### config.mk
export PLATFORM = sky130hd
export DESIGN_NAME = temp_adc_avg
export DESIGN_NICKNAME = d
export VERILOG_FILES = /design/src/rtl/temp_pkg.sv /design/src/rtl/tick_gen.sv /design/src/rtl/temp_adc_avg.sv
export SDC_FILE = /design/constraint.sdc
export NUM_CORES = 1
export LEC_CHECK = 0
export CAP_MARGIN = 15
export CORE_ASPECT_RATIO = 1.25
export CORE_UTILIZATION = 35
export DETAILED_ROUTE_END_ITERATION = 16
export DONT_BUFFER_PORTS = 1
export GPL_ROUTABILITY_DRIVEN = 0
export RECOVER_POWER = 100
export SLEW_MARGIN = 20
export SYNTH_ARGS = -nofsm -noshare
export SYNTH_HDL_FRONTEND = slang
export SYNTH_SLANG_ARGS = --single-unit
### constraint.sdc
create_clock -name clk -period 2.15 [get_ports clk]
set_clock_uncertainty 0.1 [all_clocks]
set_input_delay 0.43 -clock clk [delete_from_list [all_inputs] [get_ports clk]]
set_output_delay 0.43 -clock clk [all_outputs]
set_load 0.005 [all_outputs]
### src/rtl/temp_pkg.sv
// Shared definitions for the temperature ADC averager: code width, reset code
// and the sequencing FSM states.
package temp_pkg;

    localparam int TEMP_W = 12;

    // Coolest code, keeps the downstream over-temperature compare inactive.
    localparam logic [TEMP_W-1:0] TEMP_RST = 12'hFFF;

    typedef enum logic [1:0] {
        ST_IDLE,
        ST_START,
        ST_WAIT,
        ST_ACC
    } state_t;

endpackage

### src/rtl/tick_gen.sv
// Free-running period counter 0..PERIOD-1; tick is high for the one cycle
// the counter sits at terminal count.
module tick_gen #(
    parameter int PERIOD = 50000
) (
    input  logic clk,
    input  logic rst,
    output logic tick
);

    localparam int CNT_W = (PERIOD > 1) ? $clog2(PERIOD) : 1;
    localparam logic [CNT_W-1:0] LAST = CNT_W'(PERIOD - 1);

    logic [CNT_W-1:0] cnt;

    always_ff @(posedge clk) begin
        if (rst) begin
            cnt <= '0;
        end else if (cnt == LAST) begin
            cnt <= '0;
        end else begin
            cnt <= cnt + 1'b1;
        end
    end

    assign tick = (cnt == LAST);

endmodule

### src/rtl/temp_adc_avg.sv
// Periodic temperature ADC sequencer with boxcar averaging of 2^AVG_LOG2 samples.
// Optional build macro TEMP_MINMAX_EN adds running min/max of the averaged code.
//
// state   | meaning
// --------+-----------------------------------------------------------
// IDLE    | waiting for a period tick
// START   | adc_start high for this single cycle
// WAIT    | waiting for adc_eoc, bounded by TIMEOUT cycles
// ACC     | add captured sample to accumulator, always back to IDLE
module temp_adc_avg
    import temp_pkg::*;
#(
    parameter int SAMPLE_PERIOD = 50000,
    parameter int AVG_LOG2      = 3,
    parameter int TIMEOUT       = 1023
) (
    input  logic              clk,
    input  logic              rst,
    input  logic              adc_eoc,
    input  logic [TEMP_W-1:0] adc_data,
    output logic              adc_start,
    output logic [TEMP_W-1:0] temp,
    output logic              temp_valid,
    output logic              timeout_err
`ifdef TEMP_MINMAX_EN
    ,
    output logic [TEMP_W-1:0] temp_min,
    output logic [TEMP_W-1:0] temp_max
`endif
);

    localparam int ACC_W  = TEMP_W + AVG_LOG2;
    localparam int WAIT_W = $clog2(TIMEOUT + 1);
    localparam logic [WAIT_W-1:0] WAIT_LAST = WAIT_W'(TIMEOUT - 1);

    state_t              state;
    logic                tick;
    logic [WAIT_W-1:0]   wait_cnt;
    logic [TEMP_W-1:0]   sample;
    logic [ACC_W-1:0]    acc;
    logic [AVG_LOG2-1:0] sample_cnt;
    logic                avg_done;
    logic [TEMP_W-1:0]   avg_val;

    tick_gen #(
        .PERIOD (SAMPLE_PERIOD)
    ) u_tick_gen (
        .clk  (clk),
        .rst  (rst),
        .tick (tick)
    );

    assign avg_val = acc[ACC_W-1:AVG_LOG2];

    // avg_done is raised in ACC on the last sample of a block so the result
    // lands one cycle later, after the final add has settled in acc.
    always_ff @(posedge clk) begin
        if (rst) begin
            state       <= ST_IDLE;
            wait_cnt    <= '0;
            sample      <= '0;
            acc         <= '0;
            sample_cnt  <= '0;
            avg_done    <= 1'b0;
            adc_start   <= 1'b0;
            temp        <= TEMP_RST;
            temp_valid  <= 1'b0;
            timeout_err <= 1'b0;
`ifdef TEMP_MINMAX_EN
            temp_min    <= TEMP_RST;
            temp_max    <= '0;
`endif
        end else begin
            adc_start  <= 1'b0;
            temp_valid <= 1'b0;
            avg_done   <= 1'b0;

            if (avg_done) begin
                temp       <= avg_val;
                temp_valid <= 1'b1;
                acc        <= '0;
                sample_cnt <= '0;
`ifdef TEMP_MINMAX_EN
                if (avg_val < temp_min) temp_min <= avg_val;
                if (avg_val > temp_max) temp_max <= avg_val;
`endif
            end

            case (state)
                ST_IDLE: begin
                    if (tick) begin
                        state     <= ST_START;
                        adc_start <= 1'b1;
                    end
                end
                ST_START: begin
                    state    <= ST_WAIT;
                    wait_cnt <= '0;
                end
                ST_WAIT: begin
                    // eoc wins over a timeout landing in the same cycle
                    if (adc_eoc) begin
                        sample <= adc_data;
                        state  <= ST_ACC;
                    end else if (wait_cnt == WAIT_LAST) begin
                        timeout_err <= 1'b1;
                        acc         <= '0;
                        sample_cnt  <= '0;
                        state       <= ST_IDLE;
                    end else begin
                        wait_cnt <= wait_cnt + 1'b1;
                    end
                end
                ST_ACC: begin
                    acc        <= acc + ACC_W'(sample);
                    sample_cnt <= sample_cnt + 1'b1;
                    avg_done   <= &sample_cnt;
                    state      <= ST_IDLE;
                end
                default: begin
                    state <= ST_IDLE;
                end
            endcase
        end
    end

endmodule

After elaboration in Yosys (flattened, before gate mapping)
Cells that the tools add are included.
{"block": "word_totals", "register_bits": 74, "latch_bits": 0, "ram_bits": 0, "romBits": 0, "input_bits": 15, "out_inout_bits": 15, "elab_cells": 54, "mem_count": 0}
{"block": "op_classes", "n_addsub": 4, "mul": 0, "div_mod_pow": 0, "magnitude_cmp": 0, "n_eq_ne": 9, "n_shift": 0, "muxes": 17, "n_bitwise": 3, "n_reduce_logical": 10}
{"op": "$mux W15", "n": 3}
{"op": "$pmux W15 S2", "n": 1}
{"op": "$mux W10", "n": 2}
{"op": "$pmux W10 S2", "n": 1}
{"op": "$add A16 B1 Y16 const B", "n": 1}
{"op": "$eq A16 B16 Y1 const B", "n": 1}
{"op": "$add A15 B12 Y15", "n": 1}
{"op": "$add A10 B1 Y10 const B", "n": 1}
{"op": "$eq A10 B10 Y1 const B", "n": 1}
{"op": "$mux W3", "n": 3}
{"op": "$reduce_and A3 Y1", "n": 3}
{"op": "$pmux W2 S4", "n": 1}
{"op": "$mux W2", "n": 3}
{"op": "$ne A2 B2 Y1 const B", "n": 3}
{"op": "$pmux W3 S2", "n": 1}
{"op": "$reduce_or A2 Y1", "n": 3}
{"op": "$eq A2 B2 Y1 const B", "n": 2}
{"op": "$reduce_and A2 Y1", "n": 2}
{"op": "$add A3 B1 Y3 const B", "n": 1}
{"op": "$ne A3 B3 Y1 const B", "n": 1}
{"op": "$not A1 Y1", "n": 3}
{"op": "$eq A2 B1 Y1 const B", "n": 1}
{"op": "$logic_not A2 Y1", "n": 1}
{"op": "$mux W1", "n": 2}
{"op": "$reduce_bool A2 Y1", "n": 1}

Longest topological paths before layout
Gate-level depths: netlist of the first run.
{"block": "logic_depth", "ltp_word": 4, "depth_mapped": 9, "depth_no_buf": 9}

Cells and area by module
Synthesis of the first run repeated with hierarchy kept, for this count alone.
{"block": "unflattened", "hier_cells": 412, "hier_area_um2": 3572.2}
{"mod": "temp_adc_avg", "instances": 1, "cells_per_inst": 331, "area_each_um2": 2861.5, "seq_area_each_um2": 1161.1}
{"mod": "tick_gen", "instances": 1, "cells_per_inst": 81, "area_each_um2": 710.7, "seq_area_each_um2": 320.3}

Least setup slack after synthesis of the first run
No wires, ideal clock.
{"block": "synth_path", "path_type": "flip-flop to flip-flop", "start": "register sample[0]", "end": "register acc[14]", "setup_ps": 126, "arrival_time_ps": 1786, "t_required_ps": 1924, "slack_ps": 138, "stages_incl_launch_ff": 10, "path_buffers": 0, "period_less_slack_ps": 2012, "cell_sequence": "dfxtp_1 > ha_1 > inv_1 > fa_1 > nor2b_1 > o211a_1 > o21ai_1 > a31oi_1 > and3_1 > o211ai_1"}
{"block": "synth_between", "elab_chain_len": 2}
{"element": "start, declared", "line": "temp_adc_avg.sv:39", "rtl": "logic [TEMP_W-1:0] sample;"}
{"element": "start signal, assigned", "line": "temp_adc_avg.sv:103", "rtl": "sample <= adc_data;"}
{"element": "$add A15 B12 Y15", "line": "temp_adc_avg.sv:115", "rtl": "acc <= acc + ACC_W'(sample);"}
{"element": "$pmux W15 S2", "line": "temp_adc_avg.sv:89", "rtl": "case (state)"}
{"element": "end signal, assigned", "line": "temp_adc_avg.sv:115"}
{"element": "end, declared", "line": "temp_adc_avg.sv:40", "rtl": "logic [ACC_W-1:0] acc;"}
Every way passes these cells.
A chain may end at the register's enable or synchronous reset.

Worst setup path after layout of the first run
{"block": "layout_path", "start": "register wait_cnt[0]", "end": "register wait_cnt[2]"}
{"block": "layout_between", "elab_chain_len": 4, "elab_cells_between_ends": 7, "classes_between": "add/sub (1); eq/ne (2); mux (3); reduce/logical (1)"}
{"element": "start, declared", "line": "temp_adc_avg.sv:38", "rtl": "logic [WAIT_W-1:0] wait_cnt;"}
{"element": "start signal, assigned", "line": "temp_adc_avg.sv:111", "rtl": "wait_cnt <= wait_cnt + 1'b1;"}
{"element": "$add A10 B1 Y10", "line": "temp_adc_avg.sv:111"}
{"element": "$mux W10", "line": "temp_adc_avg.sv:105", "rtl": "end else if (wait_cnt == WAIT_LAST) begin"}
{"element": "$mux W10", "line": "temp_adc_avg.sv:102", "rtl": "if (adc_eoc) begin"}
{"element": "$pmux W10 S2", "line": "temp_adc_avg.sv:89"}
Several ways; a longest one is shown, not always the timed one. The select of a mux whose other input is x is not followed.

==> results of run 1 <==
[metrics by stage]
stage	cells	utilization, %
after global placement	516	37.8
after CTS	532	41.5
after floorplan	396	-
after detailed placement	516	37.8
after global routing	541	42.4
final	541	42.4
[state kept, by name, indices dropped and copies added, names as in the netlist, 2 cells and up]
| register | flops |
|---|---|
| u_tick_gen.cnt | 16 |
| acc | 15 |
| sample | 12 |
| temp | 12 |
| wait_cnt | 10 |
| sample_cnt | 3 |
| state | 2 |
[worst max-delay path, delay by kind of cell, from the launching register on]
| family | cells | cell delay, ps |
|---|---|---|
| fa+ha+maj | 1 | 120 |
| simple gates | 3 | 410 |
| compound gates | 2 | 700 |
| buf+inv | 2 | 310 |
| flops | 1 | 320 |
[power breakdown]
| group | switching [uW] | internal [uW] | total, uW |
|---|---|---|---|
| Sequential | 4.63 | 1380 | 1380 |
| Combinational | 15.6 | 10.2 | 25.8 |
| Clock | 560 | 1200 | 1760 |
[cell type report]
| class | instances | area, um^2 |
|---|---|---|
| clock inverters | 4 | 97.6 |
| multi-input cells | 296 | 1920 |
| flip-flops and latches | 74 | 1490 |
| well taps | 126 | 158 |
| clock buffers | 12 | 256 |
| repair buffers | 18 | 119 |
| fillers | 952 | 5530 |
| inverters | 11 | 41.3 |
[what timing repair did]
action / CTS / global route
setup endpoints to repair: 0 / 7
buffers inserted: 0 / 9
resized for setup: 0 / 18
[per-layer routing]
metal / vias to the layer above / GRT usage [%] / share of wire (%)
met5: - / 0 / 0
met4: 0 / 8.89 / 2.8
met3: 16 / 4.30 / 5.1
met2: 49 / 25.2 / 48
met1: 1271 / 17.0 / 44
li1: 1430 / - / -
[cells in the final DEF, fill, tap and decap left out, drive strengths merged, types with 6 or more instances in the layout]
master	count
dfxtp	74
nor2	48
a21oi	37
nand2	34
nand3	21
clkbuf	19
xor2	17
nor2b	17
ha	17
a211o	12
o21ai	12
buf	11
inv	11
xnor2	9
nand4	9
nor3	9
nand2b	6
a22o	6
[path summary, 6_finish.rpt]
path | startpoint | to | slack [ps]
worst max-delay path | wait_cnt[0]$_SDFFE_PP0P_ | wait_cnt[2]$_SDFFE_PP0P_ | 100
worst min-delay path | rst | wait_cnt[0]$_SDFFE_PP0P_ | 50
worst max register to register | wait_cnt[0]$_SDFFE_PP0P_ | wait_cnt[2]$_SDFFE_PP0P_ | 100
worst min register to register | sample[3]$_SDFFE_PP0P_ | sample[3]$_SDFFE_PP0P_ | 360
[kinds of logic after synthesis]
family / after synthesis
compound gates: 90
xor+xnor: 26
fa+ha+maj: 18
buf+inv: 26
flops: 74
mux: 1
simple gates: 161
==> reports/qor.yml, run 1 <==
synthesis:
  synth_edf_count: 0
  synth_nets: 429
  netlist.area_leader.share_pct: 42.7
  synthAdderAreaFrac_pct: 6.71
  synth_top_area_cell: "dfxtp_1"
  muxShareOfSynthArea_pct: 0.288
  ys_seq_area_share_pct: 42.7
  synth-xor-area-share_pct: 6.56
  ys_top_cells_by_area: "dfxtp_1 43%, ha_1 6.1%, a21oi_1 5.2%, nor2_1 5.2%, xor2_1 4.3%"
  yosysMostFrequentCell: "dfxtp_1"
  synth_cell_types: 53
  synth_area_um2: 3470
  synthArstFlopShare_pct: 0
  synth-main-ff-cell: "dfxtp_1"
  synth_compound_gate_area_share_pct: 17.2
  synth_top_family_by_area: "simple AND/OR/NAND/NOR gates"
  ys_ff_latch: 74
  yosys-top-cells-count: "74 x dfxtp_1, 48 x nor2_1, 36 x a21oi_1"
  ys_warn_count: 0
  synthSimpleGateAreaFrac_pct: 23.6
  synth.avg_cell_area_um2: 8.76
  syn-instance-count: 396
clock_network:
  cts.clk_slew.worst_paths_ps: 60
  cts_hold_buf: 0
  clk_latency_ps: 340
  cts_made_buffers: 9
  clk_path_buf_depth: 2
  cts_tree: "built"
  cts_sinks: 74
  htree_levels: 3
  clockRootBuffer: "clkbuf_16"
floorplanning:
  dieArea_um2: 10300
  fp.dieH_um: 113
  ioPinCount: 30
  row_count: 40
  coreArea_um2: 9610
  start_util_pct: 36.1
  dieWidth_um: 91.1
sta:
  setup_ws_ps: 98.5
  slew_headroom_pct: 37.9
  period_minus_slack_ps: 2050
  tns_ps: 0
  finalHoldViolCount: 0
  timing.final.crit_share_pct: 95.4
  drv_slew: 0
  setup_viol: 0
  holdWs_ps: 53.7
  max_freq_mhz: 487
  tightest_slew_ps: 932
power_and_ir_drop:
  max-vdd-ir-drop_mv: 0.344
  p_per_area_nw_per_um2: 776
  leakage_uw: 0.00158
  power.total_uw: 3160
final_layout:
  n_antenna_cell: 0
  fin_nets: 443
  postLayoutCellArea_um2: 4080
  layout-drive-gt1-share_pct: 12.5
  syn2layout_area_growth_pct: 17.5
drt:
  wire_per_inst_um: 13.4
  vias: 2766
  drc: 0
  drt-total-wl_mm: 7.25
  viasPerCell: 5.11
  final_antenna_net_count: 0
  drt_pass1_iterations: 4
  first_iter_violations: 98
setup_path:
  critPathMaxFanout: 4
  cp_data_arrival_time_ps: 2210
  max_stage_delay_ps: 550
  endpoint_kind: "flop"
  worst-setup-path-type: "flop to flop"
  crit_slowest_cell: "o311ai_0"
  crit_chain: "inv_2, ha_4, nand4_1, o311ai_0, buf_4, nand2_1, o211a_1, nor3_1"
  cp_data_required_time_ps: 2310
  reg2reg_depth: 8
  start_kind: "flop"
global_routing:
  grt_start_max_net_pins: 44
  grt_usage_pct: 15.0
  gr-total-overflow: 0
  antenna_found_initial: 0
  grt_pass1_vias: 2622
  grt_pass1_wl_mm: 12.1
hold_path:
  whs_path_depth: 1
  holdCritPathClass: "primary input to flop"
status:
  status: "finished clean"
placed_design:
  place_ws_ps: 18.8
  dpl.hpwl_mm: 5.05
  io_buffers: 0
  dpl-instance-area_um2: 3630
flow_run:
  max_cap_viol_count: 0
(Power assumes the default switching activity.)
==> inputs of run 2 (changes only) <==
--- a/config.mk
+++ b/config.mk
@@ -12,7 +12,7 @@
 export DONT_BUFFER_PORTS = 1
 export GPL_ROUTABILITY_DRIVEN = 0
 export RECOVER_POWER = 100
-export SLEW_MARGIN = 20
+export SLEW_MARGIN = 15
 export SYNTH_ARGS = -nofsm -noshare
 export SYNTH_HDL_FRONTEND = slang
 export SYNTH_SLANG_ARGS = --single-unit
==> results of run 2 <==
No change in the layout: final DEF, timing and power equal those of run 1.
